`config.mk`:
```
export PLATFORM = sky130hd
export DESIGN_NAME = uart_start_bit_detector
export DESIGN_NICKNAME = d
export VERILOG_FILES = /design/src/rtl/uart_pkg.sv /design/src/rtl/pulse_generator.sv /design/src/rtl/start_bit_detector.sv /design/src/rtl/uart_start_bit_detector.sv
export SDC_FILE = /design/constraint.sdc
export NUM_CORES = 1
export LEC_CHECK = 0
export BUFFER_PORTS_ARGS = -buffer_cell sky130_fd_sc_hd__buf_4
export CAP_MARGIN = 10
export CORE_AREA = 2 2 47 49
export DETAILED_ROUTE_END_ITERATION = 16
export DIE_AREA = 0 0 49 51
export GPL_TIMING_DRIVEN = 0
export MAX_ROUTING_LAYER = met4
export SYNTH_ARGS = -nofsm -noshare
export SYNTH_HDL_FRONTEND = slang
export SYNTH_SLANG_ARGS = --single-unit
export TNS_END_PERCENT = 5
```
`constraint.sdc`:
```
create_clock -name clk -period 1.6 [get_ports clk]
set_clock_uncertainty 0.2 [all_clocks]
set_input_delay 0.16 -clock clk [delete_from_list [all_inputs] [get_ports clk]]
set_output_delay 0.16 -clock clk [all_outputs]
set_load 0.02 [all_outputs]
```
`src/rtl/uart_pkg.sv`:
```
// Shared types and default constants for the UART start-bit front end.
// Holds the detector state encoding and the default window and tick sizes.
package uart_pkg;

    typedef enum logic [1:0] {
        IDLE     = 2'd0,
        WINDOW   = 2'd1,
        DETECTED = 2'd2
    } det_state_e;

    localparam int DEF_INTERVAL        = 10;
    localparam int DEF_SAMPLES_PER_BIT = 8;
    localparam int DEF_MIN_LOW_SAMPLES = 4;

endpackage

```
`src/rtl/pulse_generator.sv`:
```
// Free-running oversampling tick: one-clock pulse every INTERVAL clocks.
// Registered output; the first pulse arrives on the INTERVAL-th clock after reset release.
module pulse_generator #(
    parameter int INTERVAL = 10
) (
    input  logic clk,
    input  logic rst,
    output logic out
);

    localparam int CW = $clog2(INTERVAL);
    localparam logic [CW-1:0] LAST = CW'(INTERVAL - 1);

    logic [CW-1:0] cnt_q, cnt_d;
    logic          out_q, out_d;

    always_comb begin
        cnt_d = (cnt_q == LAST) ? '0 : cnt_q + 1'b1;
        // Registered from the next count so the pulse coincides with cnt_q == LAST.
        out_d = (cnt_d == LAST);
    end

    always_ff @(posedge clk or negedge rst) begin
        if (!rst) begin
            cnt_q <= '0;
            out_q <= 1'b0;
        end else begin
            cnt_q <= cnt_d;
            out_q <= out_d;
        end
    end

    assign out = out_q;

endmodule

```
`src/rtl/start_bit_detector.sv`:
```
// Qualifies a start bit by counting low samples over one bit-window of ticks.
// Sticky result, registered: visible the cycle after the window's final tick.
module start_bit_detector
    import uart_pkg::*;
#(
    parameter int SAMPLES_PER_BIT = DEF_SAMPLES_PER_BIT,
    parameter int MIN_LOW_SAMPLES = DEF_MIN_LOW_SAMPLES
) (
    input  logic clk,
    input  logic rst,
    input  logic sample_trigger,
    input  logic data,
    output logic start_bit_detected
);

    localparam int CW = $clog2(SAMPLES_PER_BIT + 1);
    localparam logic [CW-1:0] WIN_LEN = CW'(SAMPLES_PER_BIT);
    localparam logic [CW-1:0] MIN_LOW = CW'(MIN_LOW_SAMPLES);

    det_state_e    state_q, state_d;
    logic [CW-1:0] sample_count_q, sample_count_d;
    logic [CW-1:0] low_count_q, low_count_d;
    logic          det_q, det_d;

    always_comb begin
        state_d        = state_q;
        sample_count_d = sample_count_q;
        low_count_d    = low_count_q;

        case (state_q)
            IDLE: begin
                if (sample_trigger && !data) begin
                    state_d        = WINDOW;
                    sample_count_d = CW'(1);
                    low_count_d    = CW'(1);
                end
            end
            WINDOW: begin
                if (sample_trigger) begin
                    sample_count_d = sample_count_q + 1'b1;
                    low_count_d    = low_count_q + CW'(!data);
                end
            end
            DETECTED: state_d = DETECTED;
            default:  state_d = IDLE;
        endcase

        // Window close is evaluated on the updated counts, so it also covers a one-sample window.
        if (state_d == WINDOW && sample_count_d == WIN_LEN) begin
            state_d        = (low_count_d >= MIN_LOW) ? DETECTED : IDLE;
            sample_count_d = '0;
            low_count_d    = '0;
        end

        det_d = (state_d == DETECTED);
    end

    always_ff @(posedge clk or negedge rst) begin
        if (!rst) begin
            state_q        <= IDLE;
            sample_count_q <= '0;
            low_count_q    <= '0;
            det_q          <= 1'b0;
        end else begin
            state_q        <= state_d;
            sample_count_q <= sample_count_d;
            low_count_q    <= low_count_d;
            det_q          <= det_d;
        end
    end

    assign start_bit_detected = det_q;

endmodule

```
`src/rtl/uart_start_bit_detector.sv`:
```
// UART RX front end: tick source alongside the start-bit detector; tick exported for the bit sampler.
// Detection is registered; no backpressure, the sticky flag holds until reset.
module uart_start_bit_detector
    import uart_pkg::*;
#(
    parameter int INTERVAL        = DEF_INTERVAL,
    parameter int SAMPLES_PER_BIT = DEF_SAMPLES_PER_BIT,
    parameter int MIN_LOW_SAMPLES = DEF_MIN_LOW_SAMPLES
) (
    input  logic clk,
    input  logic rst,
    input  logic data,
    output logic out,
    output logic start_bit_detected
);

    logic tick;

    pulse_generator #(
        .INTERVAL(INTERVAL)
    ) u_pulse_generator (
        .clk (clk),
        .rst (rst),
        .out (tick)
    );

    start_bit_detector #(
        .SAMPLES_PER_BIT(SAMPLES_PER_BIT),
        .MIN_LOW_SAMPLES(MIN_LOW_SAMPLES)
    ) u_start_bit_detector (
        .clk                (clk),
        .rst                (rst),
        .sample_trigger     (tick),
        .data               (data),
        .start_bit_detected (start_bit_detected)
    );

    assign out = tick;

endmodule

```
---- After elaboration in Yosys (flattened, before gate mapping) ----
Index checks and enable logic that the tools add are counted.
storage, ports and cells
  output and inout bits ................... 2
  input port bits ......................... 3
  word-level logic and storage cells ...... 34
  bits in registers ....................... 16
operators by class
  add/subtract/negate cells ............... 3
  equality and inequality tests ........... 7
  reductions and logical operators ........ 4
  magnitude comparators ................... 1
  multiplexer cells ....................... 13
operator list
  cell                 count
  $mux 4               7
  $pmux 4 s2           2
  $eq 4x4->1 const B   3
  $add 4x1->4 const B  2
  $mux 2               3
  $pmux 2 s3           1
  $add 4x1->4          1
  $eq 2x1->1 const B   2
  $eq 2x2->1 const B   2
  $ge 4x3->1 const B   1
  $logic_and 1x1->1    2
  $logic_not 2->1      1
  $logic_not 1->1      1

---- Longest topological paths before layout ----
  depth after elaboration ................. 8
  gate-level depth with buffers ........... 8
  mapped depth without buffers ............ 8

---- Cells and area by module ----
Synthesis repeated with hierarchy kept, for this count alone.
unflattened totals
  cell total of the unflattened synthesis .. 82
  area, all modules ....................... 859.6 sq um
modules (own cells, without submodules)
  module              area each (sq um)  cells an instance  seq. area each (sq um)  instances
  start_bit_detector  661.9              66                 275.3                   1
  pulse_generator     197.7              16                 125.1                   1

---- Least setup slack after synthesis ----
No wires, ideal clock.
  path type ............................... register to register
  from .................................... register u_pulse_generator.out_q, in the netlist u_pulse_generator.out
  to ...................................... register u_start_bit_detector.det_q, in the netlist u_start_bit_detector.start_bit_detected
  buffers on the path ..................... 1
  data required time ...................... 1,272 ps
  clock period less this slack ............ 1,846 ps
  stages on the path, launching flop included .. 7
  library setup time ...................... 128 ps
  path slack .............................. -246 ps
  data arrival time ....................... 1,518 ps
  cells stage by stage .................... dfrtp_1 buf_6 or4b_4 o211ai_1 a211oi_4 o21ai_2 o21ai_0
on the way
  cells in the longest elaborated chain, start to end .. 7
  elaborated cells on any way between the ends .. 16
  classes of those cells .................. 1 x order compare; 3 x eq/ne; 10 x mux; 2 x reduce/logical
ends and longest elaborated chain
  item                                                RTL line                                            RTL
  start: declaration                                  pulse_generator.sv:15                               logic out_q, out_d;
  start signal: assignment                            pulse_generator.sv:29                               out_q <= out_d;
  $logic_and 1x1->1                                   start_bit_detector.sv:32                            if (sample_trigger && !data) begin
  $mux 4 / $mux 2 (equally long branches)             start_bit_detector.sv:32
  $pmux 4 s2 / $pmux 2 s3 (equally long branches)     start_bit_detector.sv:30                            case (state_q)
  $ge 4x3->1 (tied with other cells)                  start_bit_detector.sv:50                            state_d = (low_count_d >= MIN_LOW) ? DETECTED : IDLE;
  $mux 2 / $logic_and 1x1->1 (equally long branches)  start_bit_detector.sv:50, start_bit_detector.sv:49
  $mux 2 (*)                                          start_bit_detector.sv:49                            if (state_d == WINDOW && sample_count_d == WIN_LEN) begin
  $eq 2x2->1 (*)                                      start_bit_detector.sv:55                            det_d = (state_d == DETECTED);
  via u_start_bit_detector.det_d                      start_bit_detector.sv:23                            logic det_q, det_d;
  end signal: assignment                              start_bit_detector.sv:68                            det_q <= det_d;
  end: declaration                                    start_bit_detector.sv:23
Mark *: on every way through the listed nets, which the timed path passes. The rest lies on a longest branch.

---- Worst setup path after layout ----
  from .................................... register u_start_bit_detector.state_q[1]
  to ...................................... register u_start_bit_detector.state_q[0]
on the way
  cells in the longest elaborated chain, start to end .. 5
  elaborated cells on any way between the ends .. 10
  classes of those cells .................. 4 x eq/ne; 4 x mux; 2 x reduce/logical
ends and longest elaborated chain
  item                                             RTL line                  RTL
  start: declaration                               start_bit_detector.sv:20  det_state_e state_q, state_d;
  start signal: assignment                         start_bit_detector.sv:65  state_q <= state_d;
  $eq 2x1->1 (tied with other cells)               start_bit_detector.sv:30
  $pmux 4 s2 / $pmux 2 s3 (equally long branches)  start_bit_detector.sv:30
  $eq 4x4->1 / $eq 2x1->1 (equally long branches)  start_bit_detector.sv:49
  $logic_and 1x1->1                                start_bit_detector.sv:49
  $mux 2 (*)                                       start_bit_detector.sv:49
  via u_start_bit_detector.state_d[0]              start_bit_detector.sv:20
Marks and branches as above.

==> impl_metrics.csv <==
group,metric,value,unit
outcome,status,"finished, violations left",
outcome,violations,"setup timing",
logic_synthesis,netlist_instances,77,
layout,multi_input_area,436.7,um2
clock_tree,cts_tree,"built",
die,die_x,49,um
layout,fillerInstances,192,
setup_path,crit_fanout,7,
route,wl_met2,669,um
clock_tree,clkTransAtPathRegs,0.09,ns
die,die_area,2499,um2
die,rows,17,
die,io_pins,5,
setup_path,path_class,"reg -> reg",
route,via_per_inst,5.016,
clock_tree,cts-root-buf,"clkbuf_4",
logic_synthesis,synth_edf_count,0,
logic_synthesis,yosys.area_share.simple,20.90,%
route,drt-met1-wl,776,um
logic_synthesis,ys.flop_type,"dfrtp_1",
layout,final_cells,122,
logic_synthesis,ys_seq_area_share,47.76,%
route,wirelength,1486,um
power,p_per_area,613.4,nW/um2
clock_tree,cts_buffer_depth,2,
die,die_height,51,um
timing,timing.slew.headroom,73.10,%
route,dr_total_vias,612,
timing,fin_crit,1.820,ns
timing,finalCritPeriodShare,113.7,%
logic_synthesis,synth-compound-area-share,18.36,%
route,drc,0,
logic_synthesis,synth_cell_types,33,
route,wl_met3,18,um
logic_synthesis,synthXorXnorAreaFrac,1.045,%
logic_synthesis,yosys_warnings,0,
logic_synthesis,synthMuxAreaShare,3.731,%
global_route,overflow,0,
logic_synthesis,synth_top_area_share,47.76,%
die,core_area,2063,um2
route,final_antenna_net_count,0,
route,drt-initial-drc-count,6,
timing,hold_viol,0,
global_route,grt_max_degree,17,
logic_synthesis,async_flop_share,100.0,%
placed_design,routabilityCongestion,0.7603,
logic_synthesis,syn_area_per_cell,10.89,um2
logic_synthesis,synth_top_family_by_area,"simple AND/OR/NAND/NOR gates",
timing,setup_tns,-1.381,ns
timing,fmax,549.5,MHz
flow_run,max-cap-violations,0,
hold_path,hold_class,"in -> async",
setup_path,cpPeakStageDelay,0.46,ns
power,cellLeakagePower,0.4680,nW
placed_design,placed_area,904.6,um2
setup_path,cp.arrival,1.79,ns
placed_design,placed_cells,109,
placed_design,hpwl,1023,um
global_route,grt_pass1_wl,2601,um
timing,rsz0062_at_grt,"yes",
setup_path,critical_path_required,1.57,ns
setup_path,worstSetupStartpointType,"flip-flop",
logic_synthesis,netlist_area,838.3,um2
timing,tightest_slew,0.4008,ns
die,start_util,40.63,%
layout,nNetsFinal,101,
clock_tree,clk-insertion-delay-late,0.28,ns
route,wl_per_cell,12.18,um
clock_tree,h-tree-depth,1,
layout,antenna_cells,0,
power,irDropWorstVdd,0.0003301,V
global_route,grt_pass1_vias,595,
placed_design,portBuffers,4,
logic_synthesis,synth.largest_area_cell,"dfrtp_1",
timing,fin_ws,-0.2199,ns
layout,design_area,1037,um2
layout,ff_latch_area,404.1,um2
setup_path,crit_path_end_kind,"flip-flop",
clock_tree,cts_sinks,16,
logic_synthesis,ys_ff_latch,16,
route,drtPass1Iterations,4,
logic_synthesis,synth_adder_area_share,4.478,%
timing,slew_violations,0,
timing,finalSetupViolations,7,
global_route,antenna_found_initial,0,
layout,final_util,50.27,%
setup_path,slowest_stage,"dfrtp_2",
global_route,grt_util_all_layers,14.23,%
logic_synthesis,syn_nets,83,
route,topRoutingLayerUsed,"met4",
layout,layout-area-overhead-vs-synth,23.73,%
clock_tree,cts_inserted_buffers,3,
logic_synthesis,synth_area_leaders,"dfrtp_1 48%, ha_1 4.5%, o21ai_0 4.2%",
placed_design,dp_slack,-0.3117,ns
layout,drive_gt1_share,30.85,%
setup_path,cp_cell_sequence,"nand3b_4 > or3_4 > a211oi_4 > buf_6 > nor3_4",
[cells in the final DEF, fill, tap and decap left out, drive strengths merged, types with 3 or more instances in the layout]
master and count:
nand3 3, a22o 3, nor2 4, nand2 4
ha 3, clkbuf 4, o21ai 8, nand2b 3
buf 14, inv 4, nor2b 3, a21oi 3
dfrtp 16
[sequential cells by signal, summed over array words and instances (netlist names)]
signal and cells:
u_start_bit_detector.state_q 2, u_start_bit_detector.sample_count_q 4, u_pulse_generator.cnt_q 4, u_start_bit_detector.low_count_q 4, u_pulse_generator.out 1, u_start_bit_detector.start_bit_detected 1
[timing repair]
action / CTS / global route
setup buffers: 7 / 1
gates resized for setup: 5 / 3
pin swaps: 4 / 3
hold buffers: 1 / 0
setup endpoints to repair: 8 / 8
hold endpoints to repair: 16 / 0
[cells by family (layout without fill, tap and decap cells)]
logic type / count (synthesis) / in the layout
multiplexers: 3 / 3
buffers and inverters: 6 / 23
AND/OR/NAND/NOR: 27 / 27
XOR/XNOR: 1 / 1
adder cells (fa/ha/maj): 3 / 3
flip-flops: 16 / 16
AO/OA/AOI/OAI: 21 / 21
[Yosys cell counts, types with 2 or more instances]
cell,number
inv_1,4
a21oi_1,3
o21ai_0,7
mux2i_1,2
ha_1,3
nor3_1,2
nor2b_1,3
nand2b_1,3
dfrtp_1,16
nand2_1,4
nand3_1,3
a22o_1,3
nor2_1,4
[metal layers]
metal	vias to the layer above	GRT usage, %
met2	2	21.69
met4	0	8.571
met1	298	18.32
met5	-	-
met3	2	1.754
li1	310	-
[power by group]
part | internal, W | switching, W | leakage [nW]
clock network | 0.0000965 | 0.000119 | 0.0150
registers | 0.000404 | 0 | 0.188
logic | 0.00000585 | 0.0000109 | 0.265
[worst paths after layout]
check | startpoint | end | slack (ns) | cells after the start
max in group asynchronous | rst | u_start_bit_detector.sample_count_q[0] | 0.94 | 2
max reg2reg | u_start_bit_detector.state_q[1] | u_start_bit_detector.state_q[0] | -0.22 | 5
min | rst | u_start_bit_detector.low_count_q[1] | 0.06 | 2
max | u_start_bit_detector.state_q[1] | u_start_bit_detector.state_q[0] | -0.22 | 5
min reg2reg | u_pulse_generator.cnt_q[1] | u_pulse_generator.out | 0.30 | 1
min in group clk | data | u_start_bit_detector.low_count_q[0] | 0.06 | 4
[stage by stage]
step                      hold WS [ns]  total power, W
after floorplan                -0.3356       0.0004144
after global placement         -0.1713       0.0004265
after detailed placement       -0.1691       0.0004270
after CTS                      0.05136       0.0006501
after global routing           0.06787       0.0006677
final                          0.06133       0.0006362
[critical path: cells and delay by family (launching register included)]
| family | cells | cell delay [ns] |
|---|---|---|
| simple gates | 3 | 0.59 |
| flops | 1 | 0.46 |
| compound gates | 1 | 0.29 |
| buf+inv | 1 | 0.16 |
[cell type report]
type | count | share of cell area (%)
Buffer | 2 | 1.568
Clock buffer | 4 | 2.533
Inverter | 4 | 1.448
Multi-Input combinational cell | 55 | 42.10
Sequential cell | 16 | 38.96
Tap cell | 28 | 3.378
Timing Repair Buffer | 13 | 10.01
(Power assumes the default switching activity.)
